`config.mk`:
```
export PLATFORM = sky130hd
export DESIGN_NAME = rom_arbiter
export DESIGN_NICKNAME = d
export VERILOG_FILES = /design/src/rtl/rom_arbiter_pkg.sv /design/src/rtl/rom_arb_starve_ctr.sv /design/src/rtl/rom_arbiter.sv
export SDC_FILE = /design/constraint.sdc
export NUM_CORES = 1
export LEC_CHECK = 0
export CAP_MARGIN = 20
export CORE_AREA = 2 2 53 55
export CTS_CLUSTER_SIZE = 8
export DETAILED_ROUTE_END_ITERATION = 7
export DIE_AREA = 0 0 55 57
export PLACE_DENSITY_LB_ADDON = 0.08
export SYNTH_ARGS = -nofsm -noshare
export SYNTH_HDL_FRONTEND = slang
export SYNTH_SLANG_ARGS = --single-unit
```
`constraint.sdc`:
```
create_clock -name clk -period 2.3 [get_ports clk]
set_input_delay 0.46 -clock clk [delete_from_list [all_inputs] [get_ports clk]]
set_output_delay 0.46 -clock clk [all_outputs]
set_load 0.01 [all_outputs]
```
`src/rtl/rom_arbiter_pkg.sv`:
```
// rom_arbiter_pkg: shared constants for the two-port ROM arbiter.
// Owner encoding of the in-flight read and starvation-counter width.
package rom_arbiter_pkg;

  localparam int RUN_W = 8;

  typedef logic [RUN_W-1:0] run_cnt_t;

  localparam logic [1:0] OWN_NONE = 2'd0;
  localparam logic [1:0] OWN_A    = 2'd1;
  localparam logic [1:0] OWN_B    = 2'd2;

endpackage

```
`src/rtl/rom_arb_starve_ctr.sv`:
```
// rom_arb_starve_ctr: counts A grants that overtake a waiting B.
// Raises force_b once the run reaches MAX_A_RUN so B gets a slot.
module rom_arb_starve_ctr
  import rom_arbiter_pkg::*;
#(
  parameter int MAX_A_RUN = 4
) (
  input  logic clk,
  input  logic rst,
  input  logic a_gnt,
  input  logic b_gnt,
  input  logic b_req,
  output logic force_b
);

  localparam run_cnt_t C_MAX = run_cnt_t'(MAX_A_RUN);

  run_cnt_t r_run_cnt;

  // saturating run of A grants while B waits; any B grant or idle B clears
  always_ff @(posedge clk) begin
    if (!rst) begin
      r_run_cnt <= '0;
    end else if (b_gnt || !b_req) begin
      r_run_cnt <= '0;
    end else if (a_gnt && (r_run_cnt < C_MAX)) begin
      r_run_cnt <= r_run_cnt + 1'b1;
    end
  end

  assign force_b = b_req & (r_run_cnt == C_MAX);

endmodule

```
`src/rtl/rom_arbiter.sv`:
```
// rom_arbiter: shares one registered-address ROM between a high
// priority requester A and a low priority requester B.
module rom_arbiter
  import rom_arbiter_pkg::*;
#(
  parameter int AW        = 14,
  parameter int DW        = 8,
  parameter int MAX_A_RUN = 4
) (
  input  logic          clk,
  input  logic          rst,
  input  logic          a_req,
  input  logic [AW-1:0] a_addr,
  output logic          a_gnt,
  output logic          a_rvalid,
  input  logic          b_req,
  input  logic [AW-1:0] b_addr,
  output logic          b_gnt,
  output logic          b_rvalid,
  output logic [DW-1:0] rdata,
  output logic          rom_ce,
  output logic          rom_oe,
  output logic [AW-1:0] rom_addr,
  input  logic [DW-1:0] rom_dout
);

  logic       w_force_b;
  logic       w_a_gnt;
  logic       w_b_gnt;
  logic       w_live;
  logic [1:0] r_owner;

  rom_arb_starve_ctr #(
    .MAX_A_RUN (MAX_A_RUN)
  ) u_ctr (
    .clk     (clk),
    .rst     (rst),
    .a_gnt   (w_a_gnt),
    .b_gnt   (w_b_gnt),
    .b_req   (b_req),
    .force_b (w_force_b)
  );

  assign w_a_gnt = rst & a_req & ~w_force_b;
  assign w_b_gnt = rst & b_req & (~a_req | w_force_b);

  assign a_gnt    = w_a_gnt;
  assign b_gnt    = w_b_gnt;
  assign rom_ce   = w_a_gnt | w_b_gnt;
  assign rom_addr = w_b_gnt ? b_addr : a_addr;

  // remember who owns the read issued this cycle
  always_ff @(posedge clk) begin
    if (!rst) begin
      r_owner <= OWN_NONE;
    end else begin
      unique case (1'b1)
        w_a_gnt: r_owner <= OWN_A;
        w_b_gnt: r_owner <= OWN_B;
        default: r_owner <= OWN_NONE;
      endcase
    end
  end

  assign w_live = rst & (r_owner != OWN_NONE);
  assign rom_oe = w_live;

  // route returning ROM data to its owner; quiet bus otherwise
  always_comb begin
    a_rvalid = 1'b0;
    b_rvalid = 1'b0;
    rdata    = '0;
    if (w_live) begin
      rdata = rom_dout;
      unique case (1'b1)
        (r_owner == OWN_A): a_rvalid = 1'b1;
        (r_owner == OWN_B): b_rvalid = 1'b1;
        default: ;
      endcase
    end
  end

endmodule

```
* After elaboration in Yosys (flattened, before gate mapping) *
Index checks and enable logic that the tools add are counted.

word-level totals
  bits of input ports = 40
  output and inout bits = 28
  register bits = 10
  word-level logic and storage cells = 30

cells by class
  reduce and logical (&&, ||, !) cells = 5
  magnitude comparators = 1
  multiplexer cells = 7
  bitwise operators = 11
  add/subtract/negate cells = 1
  eq/ne operators = 3

operators with widths
  operator                                                    count
  2-to-1 mux 14 bit                                           1
  adder 8 x 1 -> 8 bit, second input constant                 1
  == test 8 x 3 -> 1 bit, second input constant               1
  less-than comparator 8 x 3 -> 1 bit, second input constant  1
  2-to-1 mux 8 bit                                            1
  AND 1 bit                                                   6
  2-to-1 mux 1 bit                                            4
  case mux 2 bit (2 select lines)                             1
  NOT 1 bit                                                   3
  == test 2 x 1 -> 1 bit, second input constant               1
  == test 2 bit, second input constant                        1
  OR 1 bit                                                    2
  nonzero test 2 bit                                          1
  OR reduction 2 bit                                          1
  logical AND 1 bit                                           1
  logical NOT 1 bit                                           1
  logical OR 1 bit                                            1

* Longest topological paths before layout *
Gate-level depths: netlist (run 1).

  depth in word-level cells = 6
  depth in mapped cells = 7
  mapped depth without buffers = 5

* Hierarchy *
A second synthesis (run 1) with hierarchy kept.

second synthesis, totals
  cell total of the unflattened synthesis = 73
  area, all modules = 718.2 um^2

modules (own cells, without submodules)
  module              cells an instance  area an instance (um^2)  instances
  rom_arbiter         39                 387.9                    1
  rom_arb_starve_ctr  34                 330.3                    1

* Worst setup path after synthesis (run 1) *
No wires, ideal clock.

  path type = flip-flop to output port
  start = register u_ctr.r_run_cnt[0]
  end = output rom_addr[10]
  arrival = 1.531 ns
  setup slack = 0.309 ns
  stages on the path, launching flop included = 8
  required time = 1.840 ns
  path through = dfxtp_1 > inv_1 > ha_1 > a41oi_4 > nand2b_4 > buf_6 > buf_12 > mux2_4

between the ends
  longest elaborated chain between the ends = 5

RTL lines
  element                 RTL line                  text
  start, declared         rom_arb_starve_ctr.sv:18  run_cnt_t r_run_cnt;
  start signal, assigned  rom_arb_starve_ctr.sv:27  r_run_cnt <= r_run_cnt + 1'b1;
  == test 8 x 3 -> 1 bit  rom_arb_starve_ctr.sv:31  assign force_b = b_req & (r_run_cnt == C_MAX);
  AND 1 bit               rom_arb_starve_ctr.sv:31
  OR 1 bit                rom_arbiter.sv:45         assign w_b_gnt = rst & b_req & (~a_req | w_force_b);
  AND 1 bit               rom_arbiter.sv:45
  2-to-1 mux 14 bit       rom_arbiter.sv:50         assign rom_addr = w_b_gnt ? b_addr : a_addr;
  end, declared           rom_arbiter.sv:23         output logic [AW-1:0] rom_addr,

No other way between the ends.

* Worst setup path after layout (run 1) *
  start = input rst
  end = output rom_addr[8]

between the ends
  longest elaborated chain between the ends = 3

RTL lines
  element                 RTL line           text
  start, declared         rom_arbiter.sv:11  input logic rst,
  AND 1 bit (2 in a row)  rom_arbiter.sv:45
  2-to-1 mux 14 bit       rom_arbiter.sv:50

No other way between the ends.

==> metrics.md, run 1 <==
| Metric | Value |
|---|---|
| CTS buffer count | 3 |
| Slew Limit Fails | 0 |
| Final setup fails | 0 |
| Most area-hungry cell type in the Yosys netlist | dfxtp_1 |
| Area of placed instances | 1500 sq um |
| Worst-path maximum fanout | 6 |
| Setup Total Neg Slack | 0 ps |
| Leakage | 0.831 nW |
| Drt pass-1 iters | 4 |
| Syn avg cell area | 10.0 sq um |
| Max Cap Viol | 0 |
| Synth warnings | 0 |
| Most frequent cells in the layout | 40 x clkdlybuf4s50_1, 22 x buf_4, 10 x mux2_4 |
| Largest net degree at the start of global routing | 10 |
| Relative slew slack | 0.824 |
| Area contributors post-synth | dfxtp_1 27%, mux2_4 16%, mux2_2 9.2%, and2_1 6.8%, and3_2 5.1% |
| Status | completed |
| Area Overhead vs Synth | 119% |
| Power density over the cells | 309 nW/um^2 |
| #FFs+latches synth | 10 |
| Detailed placement HPWL | 1930 um |
| Finished Cell Area | 1610 sq um |
| Cell Area, Synth | 733 sq um |
| WS Path Type | input port to output pin |
| Layout cells sized above 1 | 0.430 |
| Crit path cell chain | clkdlybuf4s50_1 -> and2_4 -> nand2b_4 -> buf_4 -> mux2_4 -> buf_2 |
| Post-Route WL | 2500 um |
| Initial antenna violation count | 0 |
| Via count | 877 |
| Total length of routed met3 wires | 106 um |
| Number of buffers inserted by hold repair at cts | 0 |
| Layout Skew | 2.75 ps |
| Sequential share of the synthesized area | 0.273 |
| Top sig layer | met4 |
| Most common cell after layout, fill and taps aside | clkdlybuf4s50_1 |
| Average vias per placed instance | 4.47 |
| Minimum clock period | 2260 ps |
| Hold Slack | 525 ps |
| Worst-Margin Slew | 261 ps |
| Clk sinks | 10 |
| Period utilization | 0.981 |
| 1st-iter DRT viols | 6 |
| Final Hold Viols | 0 |
| Hold crit path type | input port to flop |
| Synthesized Nets | 115 |
| Slowest cell delay on critical path | 490 ps |
| CTS tree | yes |
| Met1 Routed Length | 926 um |
| Post-synthesis mux area share | 0.256 |
| Critical path's slowest cell | clkdlybuf4s50_1 |
| Synth cell types | 23 |
| Arrival time of the worst setup path | 1800 ps |
| Synth Area in Simple Gates | 0.263 |
| Io pins | 68 |
| Filler cell count | 239 |
| Crit start category | input port |
| Max Fclk | 0.443 GHz |
| PnR Total Power | 0.497 mW |
| CP Data Required Time | 1840 ps |
| Worst-Skew Late Latency | 260 ps |
| Port bufs | 67 |
| Reg clk slew, reported paths | 60 ps |
| DR WL/cell | 12.8 um |
| H-tree depth | 1 |
| Gr ovfl total | 0 |
| Routed wire length on met2 | 1460 um |
| GP Congestion | 0.731 |
| Syn Inst Count | 73 |
| Main combinational cell family by area after synthesis | simple AND/OR/NAND/NOR gates |
| Total Routing Usage GR | 0.166 |
| Clock tree buffer depth | 2 |
| Vias in the first global route | 897 |
| Clock Root Buffer | clkbuf_4 |
| RSZ-0062 raised after global routing | no |
| Maximum VDD drop | 214 uV |
| XOR/XNOR Fraction of Synth Area | 0 |
| DP Cell Count | 181 |
| Compound-cell area share of the yosys netlist | 0.106 |
| Die H | 57 um |
| Area of the die | 3140 sq um |
| Initial Utilization | 0.280 |
| First-pass GRT wire length | 3780 um |
| Drt drc | 0 |
| Worst setup EP type | output pin |
| Die X-Extent | 55 um |
| Yosys top cell area share | 0.273 |
| Layout Nets | 209 |
| Antenna Nets Post-Route | 0 |
| Adder-cell share of the synthesized area | 0.0341 |
| Core area | 2620 sq um |
| FP Rows | 19 |
| Diodes inserted | 0 |
| Final Non-Filler Cells | 196 |
-- worst max-delay path, delay by kind of cell --
family | cells | cell delay, ps
buf+inv | 3 | 770
mux | 1 | 290
simple gates | 2 | 270
-- cell type report --
class                   instances  area [sq um]  area share
multi-input cells              57           528       0.328
repair buffers                 90           798       0.496
flip-flops and latches         10           203       0.126
well taps                      31          38.8      0.0241
clock buffers                   3          22.5      0.0140
inverters                       5          18.8      0.0117
-- cell usage after synthesis, drive strengths merged --
library cell,count
buf,2
a31oi,1
nor2,4
o21a,2
o21ai,1
nand3,1
nand2b,1
nand2,5
a41oi,2
and3b,1
ha,2
dfxtp,10
and2,9
mux2,14
inv,5
a21oi,3
nor3,5
and3,5
-- per-layer routing --
metal,vias up,GRT usage
li1,446,-
met5,-,0
met2,31,0.327
met1,398,0.168
met3,2,0.0157
met4,0,0.0627
-- path summary, 6_finish.rpt --
check	to	start	cells past startpoint	slack, ps
worst min register to register	u_ctr.r_run_cnt[7]$_SDFFE_PP0P_	u_ctr.r_run_cnt[7]$_SDFFE_PP0P_	1	550
worst max-delay path	rom_addr[8]	rst	6	40
worst max register to register	r_owner[1]$_SDFF_PN0_	u_ctr.r_run_cnt[1]$_SDFFE_PP0P_	7	1020
worst min-delay path	r_owner[0]$_SDFF_PN0_	b_req	3	530
-- what timing repair did --
action                     in CTS  in global routing
gates resized for setup        73                 12
cloned                          1                  0
buffers inserted               11                  0
pin swaps                       2                  3
setup endpoints to repair      24                 17
hold endpoints to repair        0                  0
-- sequential cells by signal, summed over array words and instances, names as in the netlist --
name	count
u_ctr.r_run_cnt	8
r_owner	2
-- per-stage QoR --
stage	worst slack [ps]	util
floorplan	309	-
global placement	-505	0.574
detailed placement	-534	0.574
CTS	-37.6	0.605
global route	2.54	0.615
finish	44.3	0.615
-- cell families after synthesis --
group                      count (synthesis)
adders and majority gates                  2
DFF                                       10
AOI/OAI and AO/OA                          9
and+or+nand+nor                           31
muxes                                     14
buffers and inverters                      7
-- where the power goes --
part | total [mW] | switching (mW) | internal (mW)
sequential | 0.178 | 0.00186 | 0.176
combinational | 0.204 | 0.0648 | 0.139
clock | 0.115 | 0.0549 | 0.0602
(Power assumes the default switching activity.)
==> run 2: changes to the inputs <==
--- a/config.mk
+++ b/config.mk
@@ -6,10 +6,10 @@
 export NUM_CORES = 1
 export LEC_CHECK = 0
 export CAP_MARGIN = 20
-export CORE_AREA = 2 2 53 55
+export CORE_AREA = 2 2 51 57
 export CTS_CLUSTER_SIZE = 8
 export DETAILED_ROUTE_END_ITERATION = 7
-export DIE_AREA = 0 0 55 57
+export DIE_AREA = 0 0 53 59
 export PLACE_DENSITY_LB_ADDON = 0.08
 export SYNTH_ARGS = -nofsm -noshare
 export SYNTH_HDL_FRONTEND = slang
==> run 2 against run 1 <==
Effect of this change: worst setup slack better by 4.5 ps; first-iteration DRC count is 33% higher; clock skew is 4.9 ps higher; via count is 2.2% lower; utilization is 5.9 points higher; die area is 0.26% lower; clock power is 35% higher; cell count is 0.51% lower; sequential power hardly changed; critical endpoint is now rom_addr[5]; largest cell class unchanged; largest power group unchanged.
==> metrics.md, run 2 (synthesis results as in run 1) <==
| Metric | Value |
|---|---|
| Hold Slack | 546 ps (+20.5 ps) |
| Layout Nets | 207 (-0.96%) |
| RSZ-0062 raised after global routing | yes |
| Clk pwr share | 0.280 (+0.048) |
| Worst-Skew Late Latency | 260 ps (about the same) |
| Max Cap Viol | 0 (unchanged) |
| Detailed placement HPWL | 1910 um (-1.2%) |
| WS Path Type | input port to output pin |
| Clock tree buffer depth | 2 (unchanged) |
| Relative slew slack | 0.832 (+0.00715) |
| Area Overhead vs Synth | 130% |
| Core area | 2500 sq um (-4.5%) |
| Comb pwr share | 0.398 (-0.013) |
| Worst setup EP type | output pin |
| PnR Total Power | 0.553 mW (+11%) |
| Slowest cell delay on critical path | 490 ps (about the same) |
| Reg clk slew, reported paths | 70 ps (about the same) |
| CTS tree | yes |
| Diodes inserted | 0 (unchanged) |
| Maximum VDD drop | 203 uV (-4.9%) |
| Most common cell after layout, fill and taps aside | clkdlybuf4s50_1 |
| Layout Skew | 7.61 ps (+4.86 ps) |
| Area of placed instances | 1500 sq um (unchanged) |
| Number of buffers inserted by hold repair at cts | 0 (unchanged) |
| Max reg flops | 8 (unchanged) |
| Internal Power | 0.424 mW (+13%) |
| Io pins | 68 (unchanged) |
| DR WL/cell | 12.4 um (-3.0%) |
| Vias in the first global route | 896 (-0.11%) |
| Power density over the cells | 328 nW/um^2 (+6.3%) |
| Minimum clock period | 2250 ps (-4.48 ps) |
| Layout cells sized above 1 | 0.421 (-0.00957) |
| Finished Cell Area | 1680 sq um (+4.7%) |
| Setup Total Neg Slack | 0 ps (unchanged) |
| Worst-Margin Slew | 251 ps (-10.6 ps) |
| Worst Slack Setup Final | 48.7 ps (+4.48 ps) |
| Leakage | 0.891 nW (+7.2%) |
| Largest net degree at the start of global routing | 10 (unchanged) |
| Status | completed |
| Post-Route WL | 2420 um (-3.5%) |
| Final Hold Viols | 0 (unchanged) |
| Period utilization | 0.979 (-0.00195) |
| Reg power frac | 0.321 (-0.037) |
| Critical path's slowest cell | clkdlybuf4s50_1 |
| Final setup fails | 0 (unchanged) |
| RR Startpoint | u_ctr.r_run_cnt[1]$_SDFFE_PP0P_ |
| Worst-path maximum fanout | 5 (-1) |
| Crit path cell chain | clkdlybuf4s50_1 -> and2_4 -> nand2b_4 -> buf_4 -> mux2_4 -> buf_2 |
| GP Congestion | 0.776 (+6.1%) |
| Gr ovfl total | 0 (unchanged) |
| CP Data Required Time | 1840 ps (about the same) |
| Antenna Nets Post-Route | 0 (unchanged) |
| Clock Root Buffer | clkbuf_4 |
| FP Rows | 19 (unchanged) |
| R2r setup slk | 1010 ps (about the same) |
| Initial antenna violation count | 0 (unchanged) |
| Clk sinks | 10 (unchanged) |
| Sw Pwr | 0.129 mW (+5.8%) |
| Largest register by flop count | u_ctr.r_run_cnt |
| CP startpoint | rst |
| Switching Fraction | 0.233 (-0.0120) |
| Most frequent cells in the layout | 39 x clkdlybuf4s50_1, 18 x buf_6, 14 x mux2_4, 14 x buf_4, 11 x dlygate4sd2_1 |
| 1st-iter DRT viols | 8 (+2) |
| First-pass GRT wire length | 3700 um (-2.2%) |
| Via count | 858 (-2.2%) |
| Port bufs | 67 (unchanged) |
| Total Routing Usage GR | 0.160 (-0.00574) |
| CTS buffer count | 3 (unchanged) |
| Drt pass-1 iters | 4 (unchanged) |
| Top Registers | u_ctr.r_run_cnt: 8 flops, r_owner: 2 flops |
| Die H | 59 um (+3.5%) |
| Slew Limit Fails | 0 (unchanged) |
| Average vias per placed instance | 4.40 (-1.7%) |
| Arrival time of the worst setup path | 1790 ps (about the same) |
| Max Fclk | 0.444 GHz (+0.20%) |
| Crit start category | input port |
| Hold path startpoint | u_ctr.r_run_cnt[7]$_SDFFE_PP0P_ |
| Die X-Extent | 53 um (-3.6%) |
| Area of the die | 3130 sq um (-0.26%) |
| Drt drc | 0 (unchanged) |
| Pre-CTS WS | -511 ps (+23.4 ps) |
| Hold crit path type | flop to flop |
| H-tree depth | 1 (unchanged) |
| Initial Utilization | 0.294 (+0.0134) |
==> run 2: final cells by class <==
cell class,instances,area (sq um)
fillers,222,812
repair buffers,88,847
flip-flops and latches,10,203
clock buffers,4,36.3
inverters,5,18.8
well taps,31,38.8
multi-input cells,57,541
==> run 2: power by group through the flow <==
| stage | registers, mW | clock network (mW) | logic (mW) |
|---|---|---|---|
| floorplan | 0.181 | 0 | 0.0693 |
| global placement | 0.181 | 0 | 0.199 |
| detailed placement | 0.181 | 0 | 0.202 |
| CTS | 0.177 | 0.162 | 0.193 |
| global route | 0.178 | 0.171 | 0.235 |
| finish | 0.178 | 0.155 | 0.220 |
==> run 2: timing repair <==
| item | 4_1_cts | 5_1_grt |
|---|---|---|
| resized for setup | 70 | 35 |
| setup endpoints to repair | 25 | 15 |
| setup buffers | 9 | 0 |
| gates cloned | 1 | 0 |
| pin swaps | 1 | 2 |
==> run 2: worst max-delay path, delay by kind of cell <==
kind          cells  cell delay (ps)
mux               1              280
buf+inv           3              770
simple gates      2              280
==> run 2: per-stage QoR <==
stage               std cells   util
floorplan                  73      -
global placement          181  0.602
detailed placement        181  0.602
CTS                       195  0.623
global route              195  0.675
finish                    195  0.675
==> run 2: layer usage <==
layer | share of wire | vias to the layer above | track usage
met5 | 0 | - | 0
met4 | 0.0070 | 0 | 0.0659
met3 | 0.12 | 2 | 0.0455
met2 | 0.51 | 44 | 0.296
met1 | 0.36 | 375 | 0.165
li1 | - | 437 | -
==> run 2: path summary, 6_finish.rpt <==
path | cells past startpoint | to
worst max register to register | 6 | u_ctr.r_run_cnt[1]$_SDFFE_PP0P_
worst min-delay path | 1 | u_ctr.r_run_cnt[7]$_SDFFE_PP0P_
worst min register to register | 1 | u_ctr.r_run_cnt[7]$_SDFFE_PP0P_
worst max-delay path | 6 | rom_addr[5]
